===== src/rtl/muldiv_pkg.sv =====
// Shared definitions for the execute-stage multiply/divide sequencer:
// op encodings, FSM state encoding, default multiplier latency and the
// width of the EX-to-WB hi/lo bus ({we, we, hi, lo}).
package muldiv_pkg;

  localparam logic [1:0] OP_MULT  = 2'b00;
  localparam logic [1:0] OP_MULTU = 2'b01;
  localparam logic [1:0] OP_DIV   = 2'b10;
  localparam logic [1:0] OP_DIVU  = 2'b11;

  typedef enum logic [1:0] {
    ST_IDLE = 2'd0,
    ST_MUL  = 2'd1,
    ST_DIV  = 2'd2,
    ST_DONE = 2'd3
  } state_e;

  localparam int MUL_LAT_DEF = 2;
  localparam int HILO_W      = 66;

  // Divide ops carry op[1] = 1.
  function automatic logic op_is_div(input logic [1:0] op);
    return (op == OP_DIV) || (op == OP_DIVU);
  endfunction

  // Signed variants are the even encodings.
  function automatic logic op_is_signed(input logic [1:0] op);
    return (op == OP_MULT) || (op == OP_DIV);
  endfunction

endpackage


===== src/rtl/muldiv_ctrl.sv =====
// muldiv_ctrl: sequences one MULT/MULTU/DIV/DIVU from EX through the shared
// external multiplier and iterative divider, stalls the pipeline while the
// unit works, and finishes with a single-cycle HI/LO write.
// Optional build macro: MULDIV_DIV0_FAST_EN -- a divide by zero bypasses the
// divider and returns hi = dividend, lo = all ones from the accept cycle.
//
// Handshakes:
//   EX side: req_valid is a level from EX; a request is taken in IDLE when
//   req_valid=1 and annul=0, and stallreq rises in that same cycle. stallreq
//   stays high while the op is in flight and drops in DONE, so EX retires
//   the instruction there; req_valid seen in DONE belongs to it and is
//   ignored.
//   Divider side: div_start is a level held until the cycle div_ready=1 is
//   seen; that cycle transfers div_result. div_annul is a 1-cycle abort.
module muldiv_ctrl
  import muldiv_pkg::*;
#(
  parameter int MUL_LAT = MUL_LAT_DEF
) (
  input  logic        clk,
  input  logic        rst,
  input  logic        req_valid,
  input  logic [1:0]  req_op,
  input  logic [31:0] req_a,
  input  logic [31:0] req_b,
  input  logic        annul,
  output logic        stallreq,
  output logic        mul_signed,
  output logic [31:0] mul_a,
  output logic [31:0] mul_b,
  input  logic [63:0] mul_result,
  output logic        div_start,
  output logic        div_signed,
  output logic [31:0] div_a,
  output logic [31:0] div_b,
  output logic        div_annul,
  input  logic [63:0] div_result,
  input  logic        div_ready,
  output logic        hilo_we,
  output logic [31:0] hi_wdata,
  output logic [31:0] lo_wdata,
  output logic [1:0]  dbg_state
);

  localparam logic [2:0] CNT_LAST = 3'(MUL_LAT - 1);

  state_e      state_q, state_d;
  logic [2:0]  cnt_q, cnt_d;
  logic        sgn_q, sgn_d;
  logic [31:0] a_q, a_d;
  logic [31:0] b_q, b_d;
  logic [31:0] hi_q, hi_d;
  logic [31:0] lo_q, lo_d;
  logic        div0_fast;

`ifdef MULDIV_DIV0_FAST_EN
  assign div0_fast = (req_b == 32'd0);
`else
  assign div0_fast = 1'b0;
`endif

  // Next-state, operand/result capture and handshake outputs.
  always_comb begin
    state_d   = state_q;
    cnt_d     = cnt_q;
    sgn_d     = sgn_q;
    a_d       = a_q;
    b_d       = b_q;
    hi_d      = hi_q;
    lo_d      = lo_q;
    stallreq  = 1'b0;
    div_start = 1'b0;
    div_annul = 1'b0;
    hilo_we   = 1'b0;
    case (state_q)
      ST_IDLE: begin
        if (req_valid && !annul) begin
          stallreq = 1'b1;
          sgn_d    = op_is_signed(req_op);
          a_d      = req_a;
          b_d      = req_b;
          cnt_d    = 3'd0;
          if (op_is_div(req_op)) begin
            if (div0_fast) begin
              hi_d    = req_a;
              lo_d    = 32'hFFFF_FFFF;
              state_d = ST_DONE;
            end else begin
              state_d = ST_DIV;
            end
          end else begin
            state_d = ST_MUL;
          end
        end
      end
      ST_MUL: begin
        stallreq = 1'b1;
        if (annul) begin
          state_d = ST_IDLE;
        end else if (cnt_q == CNT_LAST) begin
          hi_d    = mul_result[63:32];
          lo_d    = mul_result[31:0];
          state_d = ST_DONE;
        end else begin
          cnt_d = cnt_q + 3'd1;
        end
      end
      ST_DIV: begin
        stallreq  = 1'b1;
        div_start = 1'b1;
        // annul beats a simultaneous div_ready: the result is dropped.
        if (annul) begin
          div_annul = 1'b1;
          state_d   = ST_IDLE;
        end else if (div_ready) begin
          hi_d    = div_result[63:32];
          lo_d    = div_result[31:0];
          state_d = ST_DONE;
        end
      end
      ST_DONE: begin
        hilo_we = !annul;
        state_d = ST_IDLE;
      end
      default: state_d = ST_IDLE;
    endcase
    // Reset silences every strobe; the divider is reset on its own, so no
    // div_annul is sent for it.
    if (rst) begin
      stallreq  = 1'b0;
      div_start = 1'b0;
      div_annul = 1'b0;
      hilo_we   = 1'b0;
    end
  end

  // State, counter, operand and result registers.
  always_ff @(posedge clk) begin
    if (rst) begin
      state_q <= ST_IDLE;
      cnt_q   <= 3'd0;
      sgn_q   <= 1'b0;
      a_q     <= 32'd0;
      b_q     <= 32'd0;
      hi_q    <= 32'd0;
      lo_q    <= 32'd0;
    end else begin
      state_q <= state_d;
      cnt_q   <= cnt_d;
      sgn_q   <= sgn_d;
      a_q     <= a_d;
      b_q     <= b_d;
      hi_q    <= hi_d;
      lo_q    <= lo_d;
    end
  end

  assign mul_signed = sgn_q;
  assign div_signed = sgn_q;
  assign mul_a      = a_q;
  assign mul_b      = b_q;
  assign div_a      = a_q;
  assign div_b      = b_q;
  assign hi_wdata   = hi_q;
  assign lo_wdata   = lo_q;
  assign dbg_state  = state_q;

endmodule


===== config.mk =====
export PLATFORM = sky130hd
export DESIGN_NAME = muldiv_ctrl
export DESIGN_NICKNAME = d
export VERILOG_FILES = /design/src/rtl/muldiv_pkg.sv /design/src/rtl/muldiv_ctrl.sv
export SDC_FILE = /design/constraint.sdc
export NUM_CORES = 1
export LEC_CHECK = 0
export BUFFER_PORTS_ARGS = -buffer_cell sky130_fd_sc_hd__buf_2
export CAP_MARGIN = 20
export CELL_PAD_IN_SITES_DETAIL_PLACEMENT = 0
export CELL_PAD_IN_SITES_GLOBAL_PLACEMENT = 1
export CORE_MARGIN = 1.5
export CORE_UTILIZATION = 27
export DETAILED_ROUTE_END_ITERATION = 12
export PLACE_DENSITY = 0.88
export SYNTH_ARGS = -nofsm -noshare
export SYNTH_HDL_FRONTEND = slang
export SYNTH_SLANG_ARGS = --single-unit

===== constraint.sdc =====
create_clock -name clk -period 1.6 [get_ports clk]
set_input_delay 0.24 -clock clk [delete_from_list [all_inputs] [get_ports clk]]
set_output_delay 0.24 -clock clk [all_outputs]
set_load 0.02 [all_outputs]

==> flow_metrics.py <==
metrics = {
    "outcome": {
        "outcome": "finished, violations left",
        "violations": "negative setup slack",
    },
    "clocking": {
        "clk_pin_slew_ps": 60,
        "root_buffer": "clkbuf_16",
        "cts_htree_levels": 4,
        "clk_latency_ps": 410,
        "cts_sinks": 134,
        "numCtsBuffers": 17,
        "tritoncts": "done",
        "clock_path_buffers": 2,
    },
    "synth": {
        "synthesis.area_sq_um": 6240,
        "yosysMostFrequentCell": "dfxtp_1",
        "ys_top_cells_by_area": "dfxtp_1, a211oi_2, mux2i_1",
        "synth_top_area_share_pct": 43.0,
        "synth_ff_type": "dfxtp_1",
        "syn_inst": 686,
        "ys_seq_area_share_pct": 43.0,
        "yosys.area.top_type": "dfxtp_1",
        "synth_edf_count": 0,
        "avgSynthCellArea_sq_um": 9.10,
        "synth-async-reset-ratio_pct": 0,
        "yosysWarnings": 0,
        "synth_fp_nets": 894,
        "ys_types": 26,
        "synth-seq-cells": 134,
        "yosys-top-cells-count": "dfxtp_1, nand2_1, buf_4",
    },
    "global_routing": {
        "antenna_found_initial": 0,
        "grt_pass1_vias": 5396,
        "grt_pass1_wl_microns": 28400,
        "overflow": 0,
        "grt_max_degree": 65,
        "grt_usage_pct": 15.1,
    },
    "cells_and_area": {
        "n_antenna_cell": 0,
        "fill_cells": 2280,
        "syn2layout_area_growth_pct": 47.6,
        "layout-drive-gt1-share_pct": 53.2,
        "nets": 1244,
        "final_core_util_pct": 40.7,
    },
    "sta": {
        "slew_viol_final": 0,
        "rsz0062_at_grt": "true",
        "fin_crit_ps": 1820,
        "setup_viol": 73,
        "relSlewSlack_pct": 54.8,
        "fin_ws_ps": -219,
        "fin_worst_skew_ps": 11.2,
        "tightest_slew_ps": 678,
        "final.period_utilization_pct": 114,
        "hold_viol": 0,
        "max_freq_mhz": 550,
    },
    "floorplanning": {
        "dieArea_sq_um": 24000,
        "fp-row-count": 55,
        "initial_core_util_pct": 27.6,
        "fp.dieH_microns": 155,
        "coreArea_sq_um": 22600,
        "pin_count": 399,
        "die_w_microns": 155,
    },
    "setup_path": {
        "crit_path_start_kind": "flop",
        "crit_arrival_ps": 1580,
        "startpoint": "dbg_state[1]",
        "cp.required_ps": 1360,
        "cp-end-kind": "output pin",
        "crit_fanout": 4,
        "criticalPathCategory": "flop to output pin",
        "timing.rr.start": "dbg_state[1]",
    },
    "route": {
        "drtIter0Drc": 249,
        "ant_nets": 0,
        "dr.pass1.iters": 4,
        "wire_per_inst_microns": 14.2,
        "drc": 0,
        "wl_microns": 18900,
        "vias": 5845,
        "vias_per_cell": 4.38,
    },
    "min_path": {
        "hold_path_class": "input port to flop",
        "hp-start": "req_a[30]",
    },
    "placement": {
        "dp.final_hpwl_microns": 14200,
        "finalWeightedCongestion": 0.848,
        "dpl_worst_slack_ps": -126,
        "numPortBuffers": 398,
    },
    "power_and_ir_drop": {
        "p_per_area_nw_per_um2": 1670,
        "max-vdd-ir-drop_v": 0.000814,
        "p_leak_uw": 0.00425,
    },
    "flow_run": {
        "max_cap_violations": 0,
    },
}
flip-flops by register name (all words and copies together), names as in the netlist:
| name | flops |
|---|---|
| div_a | 32 |
| div_b | 32 |
| hi_wdata | 32 |
| lo_wdata | 32 |
| cnt_q | 3 |
| dbg_state | 2 |
| div_signed | 1 |
what timing repair did:
| action | 4_1_cts | 5_1_grt |
|---|---|---|
| cloned | 0 | 1 |
| pin swaps | 4 | 5 |
| hold buffers | 1 | 0 |
| hold endpoints to repair | 1 | 0 |
| gates resized for setup | 24 | 19 |
| endpoints found under the setup margin | 82 | 73 |
| buffers inserted | 2 | 5 |
cell families (layout without fill, tap and decap cells):
kind of cell             Yosys count  in the layout  share of synthesized area [%]
AND/OR/NAND/NOR                  209            209                           13.0
buffers and inverters            122            485                           12.3
AO/OA/AOI/OAI                    145            145                           19.2
flip-flops                       134            134                           43.0
multiplexers                      67             67                           10.7
adder cells (fa/ha/maj)            9              9                           1.80
critical path: stages (launching register included):
cell	delay, ps
dfxtp_4	370
inv_4	40
buf_6	110
ha_4	270
inv_4	40
a211oi_4	190
buf_6	150
per-stage QoR:
stage               hold WS (ps)  area [sq um]  total power [uW]  instances  setup TNS (ps)
global placement             420          8340             10800       1293           -1150
global route                26.9          9220             16300       1334          -12350
CTS                         32.5          9040             15200       1328           -7780
floorplan                    336          6300              8970        686               0
finish                      54.3          9220             15400       1334           -5230
detailed placement           425          8340             11000       1293           -5510
cells in the final DEF, fill, tap and decap left out, types with 2 or more instances in the layout:
cell,count
buf_2,393
dfxtp_1,132
nand2_1,131
nor2_1,67
a21oi_1,66
mux2i_1,63
a211oi_2,57
buf_4,25
clkbuf_16,18
buf_6,14
buf_12,11
a211oi_1,10
ha_1,5
inv_4,4
o21ai_0,4
clkinvlp_4,4
inv_1,3
clkbuf_8,3
inv_6,3
clkinv_4,3
a211oi_4,2
nand2b_1,2
mux2i_4,2
o21bai_1,2
mux2i_2,2
ha_4,2
ha_2,2
dfxtp_4,2
buf_16,2
power by group:
| group | total (uW) | internal [uW] | switching [uW] |
|---|---|---|---|
| Combinational | 7120 | 3120 | 4000 |
| Clock | 3850 | 2290 | 1560 |
| Sequential | 4400 | 4010 | 382 |
| Total | 15400 | 9420 | 5940 |
per-layer routing:
metal / part of all wire (%) / track usage, %
met5: 0 / 0
met4: 1.8 / 5.04
met3: 5.6 / 4.04
met2: 50 / 26.2
met1: 42 / 18.2
cell type report:
type                            instances  area [sq um]  share of cell area, %
Timing Repair Buffer                  447          2620                   28.5
Multi-Input combinational cell        430          2930                   31.8
Inverter                                6          30.0                  0.326
Sequential cell                       134          2690                   29.2
Tap cell                              285           357                   3.87
Clock inverter                         12           119                   1.29
Clock buffer                           20           467                   5.06
worst paths after layout:
| kind | endpoint | slack [ps] | depth (start not counted) |
|---|---|---|---|
| setup / recovery | stallreq | -220 | 6 |
| hold / removal | div_a[30] | 50 | 3 |
| setup reg to reg | hi_wdata[21] | -120 | 8 |
| hold reg to reg | div_a[2] | 470 | 2 |
(Power assumes the default switching activity.)
